**src/rtl/coin_accumulator.sv**
```systemverilog
// coin_accumulator
//   Upstream credit stage for vending_machine. Validates one coin event per
//   clock, accumulates the running credit and presents it on O_CHANGE. The
//   credit is cleared on a successful vend. It is refunded on cancel or on an
//   inactivity timeout. A coin is rejected if its code is invalid, if it would
//   overflow MAX_CREDIT, or if it arrives while the block is busy.
//
// Ports
//   I_CLK           system clock, rising edge
//   I_RESET         synchronous active-high reset
//   I_COIN_VALID    coin event strobe, one cycle per coin
//   I_COIN_TYPE     coin code 0..5 = 1,5,10,25,100,500 cents; 6,7 invalid
//   I_SUCCESS       vend-complete level from vending_machine
//   I_CANCEL        refund request (pulse or level)
//   O_CHANGE        current credit in cents
//   O_COIN_REJECT   one-cycle pulse, coin returned to the chute
//   O_REFUND        refund amount, valid while O_REFUND_VALID is high
//   O_REFUND_VALID  one-cycle refund pulse
//   O_BUSY          high in S_CLEAR / S_REFUND
//
// Handshake: all outputs are registered. A coin presented in cycle N is
// reflected on O_CHANGE or O_COIN_REJECT in cycle N+1. There is no
// back-pressure: a coin that cannot be taken is always rejected, never stalled.
module coin_accumulator #(
    parameter int MAX_CREDIT     = 2000,
    parameter int TIMEOUT_CYCLES = 1000,
    parameter int CNT_W          = 16
) (
    input  logic        I_CLK,
    input  logic        I_RESET,
    input  logic        I_COIN_VALID,
    input  logic [2:0]  I_COIN_TYPE,
    input  logic        I_SUCCESS,
    input  logic        I_CANCEL,
    output logic [15:0] O_CHANGE,
    output logic        O_COIN_REJECT,
    output logic [15:0] O_REFUND,
    output logic        O_REFUND_VALID,
    output logic        O_BUSY
);

    typedef enum logic [1:0] {
        S_IDLE   = 2'd0,
        S_ACCUM  = 2'd1,
        S_REFUND = 2'd2,
        S_CLEAR  = 2'd3
    } state_t;

    state_t          state_q, state_d;
    logic [15:0]     change_q, change_d;
    logic [CNT_W-1:0] cnt_q, cnt_d;
    logic            reject_q, reject_d;
    logic [15:0]     refund_q, refund_d;
    logic            refund_valid_q, refund_valid_d;
    logic            busy_q, busy_d;

    logic [15:0]     coin_value;
    logic            code_ok;
    logic [16:0]     sum;
    logic            fits;
    logic            timeout;
    logic            coin_accept;

    // Coin value decode.
    always_comb begin
        coin_value = 16'd0;
        code_ok    = 1'b1;
        case (I_COIN_TYPE)
            3'd0:    coin_value = 16'd1;
            3'd1:    coin_value = 16'd5;
            3'd2:    coin_value = 16'd10;
            3'd3:    coin_value = 16'd25;
            3'd4:    coin_value = 16'd100;
            3'd5:    coin_value = 16'd500;
            default: code_ok    = 1'b0;
        endcase
    end

    // The sum is one bit wider so that the limit compare can never alias.
    assign sum     = {1'b0, change_q} + {1'b0, coin_value};
    assign fits    = (sum <= 17'(MAX_CREDIT));
    assign timeout = (cnt_q == CNT_W'(TIMEOUT_CYCLES - 1));

    always_comb begin
        state_d        = state_q;
        change_d       = change_q;
        cnt_d          = cnt_q;
        refund_d       = 16'd0;
        refund_valid_d = 1'b0;
        coin_accept    = 1'b0;

        case (state_q)
            S_IDLE: begin
                cnt_d = '0;
                // Cancel is ignored here because there is no credit to refund.
                if (I_SUCCESS) begin
                    state_d = S_CLEAR;
                end else if (I_COIN_VALID && code_ok && fits) begin
                    coin_accept = 1'b1;
                    change_d    = sum[15:0];
                    state_d     = S_ACCUM;
                end
            end
            S_ACCUM: begin
                if (I_SUCCESS) begin
                    state_d  = S_CLEAR;
                    change_d = 16'd0;
                    cnt_d    = '0;
                end else if (I_CANCEL || timeout) begin
                    state_d        = S_REFUND;
                    refund_d       = change_q;
                    refund_valid_d = 1'b1;
                    change_d       = 16'd0;
                    cnt_d          = '0;
                end else if (I_COIN_VALID && code_ok && fits) begin
                    coin_accept = 1'b1;
                    change_d    = sum[15:0];
                    cnt_d       = '0;
                end else if (cnt_q != {CNT_W{1'b1}}) begin
                    // A rejected coin does not count as activity.
                    cnt_d = cnt_q + CNT_W'(1);
                end
            end
            S_REFUND: begin
                state_d  = S_IDLE;
                change_d = 16'd0;
                cnt_d    = '0;
            end
            S_CLEAR: begin
                change_d = 16'd0;
                cnt_d    = '0;
                if (!I_SUCCESS) state_d = S_IDLE;
            end
            default: begin
                state_d  = S_IDLE;
                change_d = 16'd0;
                cnt_d    = '0;
            end
        endcase

        reject_d = I_COIN_VALID && !coin_accept;
        busy_d   = (state_d == S_CLEAR) || (state_d == S_REFUND);
    end

    always_ff @(posedge I_CLK) begin
        if (I_RESET) begin
            state_q        <= S_IDLE;
            change_q       <= 16'd0;
            cnt_q          <= '0;
            reject_q       <= 1'b0;
            refund_q       <= 16'd0;
            refund_valid_q <= 1'b0;
            busy_q         <= 1'b0;
        end else begin
            state_q        <= state_d;
            change_q       <= change_d;
            cnt_q          <= cnt_d;
            reject_q       <= reject_d;
            refund_q       <= refund_d;
            refund_valid_q <= refund_valid_d;
            busy_q         <= busy_d;
        end
    end

    assign O_CHANGE       = change_q;
    assign O_COIN_REJECT  = reject_q;
    assign O_REFUND       = refund_q;
    assign O_REFUND_VALID = refund_valid_q;
    assign O_BUSY         = busy_q;

endmodule

```
**config.mk**
```make
export PLATFORM = sky130hd
export DESIGN_NAME = coin_accumulator
export DESIGN_NICKNAME = d
export VERILOG_FILES = /design/src/rtl/coin_accumulator.sv
export SDC_FILE = /design/constraint.sdc
export NUM_CORES = 1
export LEC_CHECK = 0
export ABC_AREA = 0
export CORE_MARGIN = 3
export CORE_UTILIZATION = 50
export DETAILED_ROUTE_END_ITERATION = 10
export PLACE_DENSITY = 0.81
export SETUP_SLACK_MARGIN = 0.05
export SLEW_MARGIN = 20
export SYNTH_ARGS = -nofsm -noshare
export SYNTH_HDL_FRONTEND = slang
export SYNTH_SLANG_ARGS = --single-unit
export TNS_END_PERCENT = 1
```
**constraint.sdc**
```tcl
create_clock -name I_CLK -period 4.61 [get_ports I_CLK]
set_clock_uncertainty 0.1 [all_clocks]
set_input_delay 0.6915 -clock I_CLK [delete_from_list [all_inputs] [get_ports I_CLK]]
set_output_delay 0.6915 -clock I_CLK [all_outputs]
set_load 0.03 [all_outputs]
```
==> parameters.txt <==
Parameter                              Value

STA
  Max transition margin ... 0.611
  Count of final hold-check violations ... 0
  Max frequency ... 0.238 GHz
  Pins Over Slew Limit ... 0
  Summed negative setup slack over all endpoints ... 0 ps
  Setup-violating endpoint count in the final report ... 0
  Share of the clock period used by the worst path after layout ... 0.910
  Unrepaired setup endpoints after global routing ... no
  Worst hold margin ... 409 ps
  Min setup slack post-route ... 417 ps
  Slew @ Worst Pin ... 581 ps
  Minimum clock period ... 4190 ps

Logic synthesis
  Count of synthesis-stage warnings from yosys ... 0
  Most repeated cell in the gate-level netlist after synthesis ... dfxtp_1
  Area of the mapped netlist ... roughly 0.0027 mm^2
  Share of synthesized area occupied by flip-flops and latches ... 0.393
  Yosys top cell by area ... dfxtp_1
  Synthesized instance count ... just over 300
  Number of synthesized register bits ... 53
  Count of unique library cells instantiated by Yosys ... 54
  Mean instance size in the synthesized netlist ... 8.88 um^2
  Main synth FF type ... dfxtp_1
  Post-synth top area share ... 0.393
  Ranking of synthesized cells by area ... dfxtp_1 (39%), ha_1 (4.6%), and2_1 (4.4%), o21ai_0 (3.7%), and3_1 (3.0%)
  Commonest cells post-synth ... dfxtp_1 (53), nor2_1 (20), o21ai_0 (20)
  Number of flops mapped to enable cells by yosys ... 0
  Net count after synthesis ... between 300 and 400
  Fraction of registers with async set/reset ... 0

Setup path
  Critical path startpoint category ... input pin
  Sort of element at the end of the critical path ... flop
  Cell family with most CP delay ... compound AO/OA/AOI/OAI gates
  Slowest stage delay, CP ... 690 ps
  Type of the worst setup path ... input pin to flop
  Maximum fanout encountered on the critical timing path ... 9
  CP max stage cell ... or4_1
  Data arrival time of the critical path ... 4320 ps
  Critical path data required time ... 4730 ps
  Cell occurring most often along the worst timing path ... inv_1
  Buf+Inv Stages, Crit Path ... 3
  Crit-path cells ... clkdlybuf4s50_1 -> inv_1 -> a21oi_1 -> ha_1 -> inv_1 -> fa_1 -> nand2b_1 -> a211oi_2 -> o21ai_0 -> and4b_1 -> o2111a_2 -> or4_1 -> o22ai_1

GRT
  Maximum number of pins on one net before global-route repair ... 19
  Number of antenna violations at the first check in global routing ... 0
  Global Route Usage Sum ... 0.199
  Vias in the first global route ... 2,267
  First-pass GRT wire length ... roughly 10,000 um
  Gr ovfl total ... 0

Die
  Standard cell core area ... 0.00517 mm^2
  Top Ports ... 43
  Die W ... 79.5 um
  Total Die Area ... 0.00632 mm^2
  Site Rows ... 26
  Die Span Y ... 79.5 um
  Starting density of the core ... 0.522

Final layout
  Area growth syn-to-layout ... 22.3%
  Share of cells above drive strength 1 ... 0.0694
  Fin nets ... ~360
  Final cell area excluding filler cells ... 0.00330 mm^2
  Number of standard cells in the layout, taps in and fillers out ... approximately 420
  Number of antenna diodes ... 0

Route
  Count of vias placed by the detailed router ... 2,344
  Detailed router's first-iteration violation count ... 114
  Routed WL per cell ... 14.4 um
  DRC ... 0
  Drt pass-1 iters ... 4
  Total length of routed wires ... approximately 6000 um
  Detailed-route vias per instance ... approximately 5.6
  Remaining antenna violation count after routing ... 0

Flow run
  Max-cap violations ... 0

CTS
  Clock Sink Count ... 53
  H-tree lvl count ... 2
  Post-cts resize count ... 0
  Clock tree from TritonCTS ... yes
  Clock-pin slew of the registers on the worst-case setup and hold paths ... 90 ps
  Setup Fix Bufs, Post-CTS ... 0
  Clk Tree Root Cell ... clkbuf_8
  CTS Hold Buffers Added ... 0
  Longest Clk Path Bufs ... 2
  Number of buffers created by CTS ... 5
  Clk Latency, worst-skew pair ... 300 ps

Placed design
  Detail Placement HPWL ... approximately 4300 um
  Count of buffers inserted at the top-level ports ... 42
  Total placed cells including tap cells ... just over 400
  Placed instance area ... between 0.003 and 0.004 mm^2
  Weighted congestion reported at the end of routability-driven placement ... 0.841
  DP Worst Slack ... 202 ps

Worst hold path
  Path type of the worst min-delay path ... flop to flop

Power and ir drop
  Part of the power in the clock network ... 0.373
  Sw Share ... 0.231
  Internal Power ... 0.673 mW
  Power density of the placed cells ... 265 mW/mm^2
  Max IR drop VDD ... 149 uV
  Combinational fraction of design power ... 0.092
  Static Leak ... approximately 1.3 nW
  Sequential Power Share ... 0.535
  NetSw ... 0.202 mW

Status
  Outcome ... complete, no violations
[layout make-up]
type	count	area, um^2
fill	419	1870
multi-input combinational	229	1550
sequential	53	1060
timing repair buffer	45	443
tap	70	87.6
clock buffer	7	86.3
inverter	11	41.3
clock inverter	1	30.0
[flip-flops by register name (all words and copies together), names as in the netlist]
name,flops
O_REFUND,16
O_CHANGE,16
O_BUSY,1
state_q,2
cnt_q,16
O_COIN_REJECT,1
O_REFUND_VALID,1
[kinds of logic (layout without fill, tap and decap cells)]
| logic type | Yosys count | count (layout) | share of synthesized area |
|---|---|---|---|
| multiplexers | 4 | 4 | 0.0148 |
| AO/OA/AOI/OAI | 78 | 78 | 0.206 |
| AND/OR/NAND/NOR | 122 | 122 | 0.255 |
| flip-flops | 53 | 53 | 0.393 |
| buffers and inverters | 22 | 64 | 0.0315 |
| XOR/XNOR | 14 | 14 | 0.0454 |
| adder cells (fa/ha/maj) | 11 | 11 | 0.0538 |
[power groups by stage]
stage | Clock (mW) | Combinational (mW) | Sequential, mW
after floorplan | 0 | 0.0467 | 0.483
after global placement | 0 | 0.0769 | 0.478
after detailed placement | 0 | 0.0789 | 0.478
after CTS | 0.332 | 0.0798 | 0.467
after global routing | 0.350 | 0.0873 | 0.468
final | 0.326 | 0.0804 | 0.467
[layout by cell type, fill, tap and decap left out, types with 3 or more instances in the layout]
| master | count |
|---|---|
| o21ai_0 | 20 |
| nand2b_1 | 4 |
| xor2_1 | 8 |
| inv_1 | 11 |
| nand3_1 | 11 |
| nor2_1 | 20 |
| o22ai_1 | 10 |
| o21a_1 | 10 |
| and3_1 | 13 |
| nor3_1 | 9 |
| a21oi_1 | 15 |
| and2_1 | 19 |
| dfxtp_1 | 53 |
| nor2b_1 | 5 |
| nand2_1 | 18 |
| nor4_1 | 3 |
| ha_1 | 10 |
| clkdlybuf4s50_1 | 42 |
| clkbuf_8 | 6 |
| buf_4 | 3 |
| or3_1 | 3 |
| mux2i_1 | 4 |
| or2_2 | 3 |
| xnor2_1 | 6 |
[layer usage]
metal  share of wire  vias to the layer above  track usage
met5               0                        -            0
met4           0.014                        0       0.0550
met3           0.046                       10       0.0418
met2            0.47                       55        0.341
met1            0.47                     1099        0.252
li1                -                     1180            -
[through the flow]
step                       util  total power [mW]
after detailed placement  0.616             0.557
after global routing      0.639             0.906
final                     0.639             0.874
after global placement    0.616             0.555
after CTS                 0.639             0.880
after floorplan               -             0.530
[final timing paths]
| kind | slack [ps] | to | start | depth (start not counted) |
|---|---|---|---|---|
| setup / recovery | 420 | O_CHANGE[7] | I_COIN_TYPE[0] | 13 |
| hold / removal | 410 | O_CHANGE[15] | O_CHANGE[15] | 1 |
| setup reg to reg | 1200 | O_CHANGE[7] | O_CHANGE[0] | 10 |
| hold reg to reg | 410 | O_CHANGE[15] | O_CHANGE[15] | 1 |
No activity file was read; power rests on OpenSTA's default activity.
==> patch 1: new RTL, same flow settings <==
`CNT_W`: 16 -> 12.
--- a/src/rtl/coin_accumulator.sv
+++ b/src/rtl/coin_accumulator.sv
@@ -25,5 +25,5 @@
     parameter int MAX_CREDIT     = 2000,
     parameter int TIMEOUT_CYCLES = 1000,
-    parameter int CNT_W          = 16
+    parameter int CNT_W          = 12
 ) (
     input  logic        I_CLK,
Function: same outputs for any inputs over 4 cycles, from zero or initial values and one cycle with I_RESET high; that may be too few to reach the edited logic, so the function may still have changed.
==> patch 1 against the original RTL <==
Hold slack gained 0.0092 ns; global-route usage is 0.96 points higher; sequential cell count shrank 5; synthesized cell count decreased by 2.0%; via count is 0.55% lower; combinational power grew 11%; final area is 2.4% lower; first-iteration DRC count increased by 9.6%; clock power about the same; power decreased by 4.1%; synthesized area shrank 3.5%; setup slack improved by 0.017 ns; wire length is essentially flat; core utilization rose by 2.2 points; largest cell class unchanged.
==> patch 1: results (changes against the original RTL) <==
Run status:
- Result of the run: finished clean (unchanged).

Yosys:
- The adder-cell share of the synthesized area came to 0.0557 (was 0.0538).
- The post-synth net total was 317 (was 323).
- The sequential share of the synthesized area is 0.369 (was 0.393).
- Most numerous cell types in the synthesized netlist: sky130_fd_sc_hd__dfxtp_1, sky130_fd_sc_hd__and2_1, sky130_fd_sc_hd__nor2_1, sky130_fd_sc_hd__a21oi_1 (was sky130_fd_sc_hd__dfxtp_1, sky130_fd_sc_hd__nor2_1, sky130_fd_sc_hd__o21ai_0, sky130_fd_sc_hd__and2_1, sky130_fd_sc_hd__nand2_1).
- The synthesized-area fraction occupied by ao, oa, aoi and oai cells was 0.224 (was 0.206).
- The post-synthesis mux area share is 0.0235 (was 0.0148).
- Leading cell types by total area after synthesis: sky130_fd_sc_hd__dfxtp_1, sky130_fd_sc_hd__and2_1, sky130_fd_sc_hd__ha_1 (was sky130_fd_sc_hd__dfxtp_1, sky130_fd_sc_hd__ha_1, sky130_fd_sc_hd__and2_1).
- The xor/xnor cell area share of the yosys netlist is 0.0336 (was 0.0454).
- The number of unique standard cell types used by synthesis is 55 (was 54).

Layout:
- The share of cells above drive strength 1 is 0.0731 (was 0.0694).
- The layout filler cell count is 421 (was 419).

Placement:
- The routability congestion estimate is 0.865 (was 0.841).
- The placed wire-length estimate is 4.56 mm (was 4.27 mm).

Detailed routing:
- The number of vias after detailed routing is 2331 (was 2344).
- The total wire length was 6.00 mm (about the same).
- The number of design-rule violations left by the first detailed-router iteration is 125 (was 114).

Global routing:
- The number of global-route vias before repair is 2246 (was 2267).
- The overall track demand over capacity in global routing is 0.209 (was 0.199).
- The global-route wire length before repair is 10.3 mm (was 10.1 mm).
- The maximum number of pins on one net before global-route repair is 18 (was 19).
- The number of antenna violations at the first check in global routing is 0 (unchanged).

Pwr:
- The leakage power came to 1.31 nW (was 1.25 nW).

Clock network:
- The number of buffers inserted by post-CTS setup repair is 0 (unchanged).

Timing:
- The slew of the pin with the lowest slew margin is 0.513 ns (was 0.581 ns).

Setup path:
- The worst-path maximum fanout is 14 (was 9).
- The data arrival time at the worst-slack endpoint was 4.27 ns (was 4.32 ns).
patch 1: cell count changes in the layout (fill, tap and decap cells not counted), sizes merged, moves of 5 or more:
cell	delta
and2	+6
o22ai	-9
dfxtp	-5
a22o	+8
and3	-6
nand4	+6
buf	+5
o21a	-8
o21ai	-11
xor2	-5
inv	+5
patch 1: area by class of cell:
type                       instances  share of cell area
tap                               67              0.0260
clock inverter                     1             0.00931
multi-input combinational        220               0.469
inverter                          16              0.0186
clock buffer                       7              0.0299
timing repair buffer              50               0.149
sequential                        48               0.298
patch 1: power breakdown:
group          internal [mW]  switching, mW
logic                 0.0377         0.0512
registers              0.419        0.00490
clock network          0.191          0.134
total                  0.648          0.190
patch 1: final timing paths:
path / slack [ns] / cells past startpoint / to / start
max: 0.43 / 12 / O_CHANGE[1] / I_COIN_TYPE[2]
min: 0.42 / 1 / O_REFUND[15] / O_CHANGE[15]
max reg2reg: 1.17 / 11 / O_CHANGE[1] / O_CHANGE[0]
min reg2reg: 0.42 / 1 / O_REFUND[15] / O_CHANGE[15]
patch 1: critical path, stage by stage:
cell and delay, ns:
sky130_fd_sc_hd__clkdlybuf4s50_1 0.54, sky130_fd_sc_hd__nor2b_1 0.28, sky130_fd_sc_hd__o21a_1 0.15, sky130_fd_sc_hd__ha_1 0.23
sky130_fd_sc_hd__a21o_1 0.23, sky130_fd_sc_hd__a21o_1 0.23, sky130_fd_sc_hd__o2111a_1 0.26, sky130_fd_sc_hd__a311o_1 0.35
sky130_fd_sc_hd__a2111oi_4 0.45, sky130_fd_sc_hd__o211ai_4 0.17, sky130_fd_sc_hd__a22o_1 0.39, sky130_fd_sc_hd__a22o_1 0.29
patch 1: logic make-up after synthesis:
group,count (synthesis)
multiplexers,6
adder cells (fa/ha/maj),11
flip-flops,48
buffers and inverters,30
AND/OR/NAND/NOR,116
AO/OA/AOI/OAI,77
XOR/XNOR,10
patch 1: through the flow:
stage	setup slack, ns	area [um^2]	instances	hold slack [ns]	total power [mW]
final	0.434	3220	409	0.418	0.838
after global routing	0.193	3220	409	0.439	0.868
after CTS	0.443	3220	409	0.422	0.841
after detailed placement	0.124	3100	401	0.407	0.521
after global placement	0.192	3100	401	0.396	0.520
after floorplan	0.818	2610	298	0.372	0.494
patch 1: per-layer routing:
layer  track usage  up-vias  routed length [um]
met5             0        -                   0
met4        0.0857        0                 110
met3        0.0287       10                 284
met2         0.347       66                2870
met1         0.272     1078                2730
li1              -     1177                   -
==> patch 2: new RTL, same settings <==
Without the edit above. Re-encode `state_t` (4 states) as Gray code, 2 bits wide.
--- a/src/rtl/coin_accumulator.sv
+++ b/src/rtl/coin_accumulator.sv
@@ -41,8 +41,8 @@
 
     typedef enum logic [1:0] {
-        S_IDLE   = 2'd0,
-        S_ACCUM  = 2'd1,
-        S_REFUND = 2'd2,
-        S_CLEAR  = 2'd3
+        S_IDLE   = 2'b00,
+        S_ACCUM  = 2'b01,
+        S_REFUND = 2'b11,
+        S_CLEAR  = 2'b10
     } state_t;
 
Behaviour: same outputs for any inputs over 4 cycles, from zero or initial values and one cycle with I_RESET high; so few cycles prove little.
==> patch 2 against the original RTL <==
Final area down 0.83%; sequential power about the same; synthesized cell count down 0.66%; synthesized area up 0.32%; setup slack worse by 0.032 ns; sequential cell count unchanged; sequential share of layout area up 0.27 points; wire length down 0.10%; core utilization down 0.53 points; fmax down 0.76%; power down 8.9%; combinational power down 5.2%.
==> patch 2: results (changes against the original RTL) <==
Detailed routing:
- The met3 wire length is 196 um (was 276 um).
- The per-cell via count in the routed design came to 5.55 (was 5.63).
- The detailed route wirelength on metal2 is 2.94 mm (was 2.82 mm).
- The number of design-rule violations left by the first detailed-router iteration is 125 (was 114).

Yosys:
- The sequential share of the synthesized area came to 0.392 (was 0.393).
- The xor/xnor cell area share of the yosys netlist is 0.0420 (was 0.0454).
- Leading cell types by total area after synthesis: sky130_fd_sc_hd__dfxtp_1, sky130_fd_sc_hd__ha_1, sky130_fd_sc_hd__and2_1 (unchanged).
- The post-synthesis mux area share is 0.0162 (was 0.0148).
- The adder-cell share of the synthesized area was 0.0536 (was 0.0538).
- The post-synth net total is 321 (was 323).
- The number of instances in the synthesized netlist is 302 (was 304).
- Most numerous cell types in the synthesized netlist: sky130_fd_sc_hd__dfxtp_1, sky130_fd_sc_hd__nor2_1, sky130_fd_sc_hd__a21oi_1, sky130_fd_sc_hd__and2_1, sky130_fd_sc_hd__nand2_1 (was sky130_fd_sc_hd__dfxtp_1, sky130_fd_sc_hd__nor2_1, sky130_fd_sc_hd__o21ai_0, sky130_fd_sc_hd__and2_1, sky130_fd_sc_hd__nand2_1).
- The synthesized-area fraction occupied by ao, oa, aoi and oai cells was 0.221 (was 0.206).

Pwr:
- The leakage power is 1.17 nW (was 1.25 nW).
- The power per cell area came to 243 nW/um^2 (was 265 nW/um^2).
- The relative contribution of sequential cells to total power was 0.585 (was 0.535).
- The power dissipated in sequential cells is 466 uW (was 467 uW).
- The peak supply drop came to 139 uV (was 149 uV).
- The clock group power came to 255 uW (was 326 uW).

Global routing:
- The global-route wire length before repair is 10.1 mm (about the same).
- The number of global-route vias before repair was 2217 (was 2267).
- The overall track demand over capacity in global routing is 0.200 (was 0.199).
- The maximum number of pins on one net before global-route repair is 18 (was 19).
- The met1 routing resource usage after global routing was 0.250 (was 0.252).
- The met2 global-route usage is 0.337 (was 0.341).

Run status:
- Result of the run: finished clean (unchanged).

Setup path:
- The reg-to-reg setup timing slack is 1.23 ns (was 1.20 ns).
- The cell type of the slowest stage on the worst timing path is sky130_fd_sc_hd__clkdlybuf4s50_1 (was sky130_fd_sc_hd__or4_1).
- The maximum single-stage delay on the critical path is 0.54 ns (was 0.69 ns).
- The worst-path maximum fanout came to 16 (was 9).
- The data arrival time at the worst-slack endpoint came to 4.35 ns (was 4.32 ns).

Clock network:
- The clock latency reported for the late side of the worst-skew pair is 0.30 ns (about the same).
- The clock-pin slew of the registers on the worst-case setup and hold paths is 0.09 ns (about the same).
- The worst-case clock buffer depth is 2 (unchanged).

Timing:
- The worst hold slack came to 0.409 ns (about the same).
- The worst-case setup margin in the final layout is 0.384 ns (was 0.417 ns).
- The slew of the pin with the lowest slew margin is 0.567 ns (was 0.581 ns).

Placement:
- The post-placement setup slack is 0.0977 ns (was 0.202 ns).
- The area after detailed placement is 3190 um^2 (about the same).

Layout:
- The number of diodes is 0 (unchanged).
- The layout filler cell count is 424 (was 419).
- The share of cells above drive strength 1 came to 0.0751 (was 0.0694).
-- patch 2: cell count changes in the layout (fill, tap and decap cells not counted), moves of 6 or more --
cell                      change
sky130_fd_sc_hd__o21a_1       -8
sky130_fd_sc_hd__a21oi_1      +6
sky130_fd_sc_hd__o22ai_1      -6
sky130_fd_sc_hd__nor2_1       +6
sky130_fd_sc_hd__o21ai_0     -14
-- patch 2: worst paths after layout --
| path | start | to | depth (start not counted) |
|---|---|---|---|
| setup / recovery | I_COIN_TYPE[1] | cnt_q[12] | 13 |
| hold reg to reg | O_CHANGE[12] | O_REFUND[12] | 1 |
| hold / removal | O_CHANGE[12] | O_REFUND[12] | 1 |
| setup reg to reg | O_CHANGE[0] | cnt_q[12] | 12 |
-- patch 2: cell type report --
class / instances / area share
flip-flops and latches: 53 / 0.324
multi-input cells: 228 / 0.472
clock buffers: 6 / 0.0222
well taps: 70 / 0.0267
clock inverters: 2 / 0.00458
inverters: 11 / 0.0126
repair buffers: 46 / 0.138
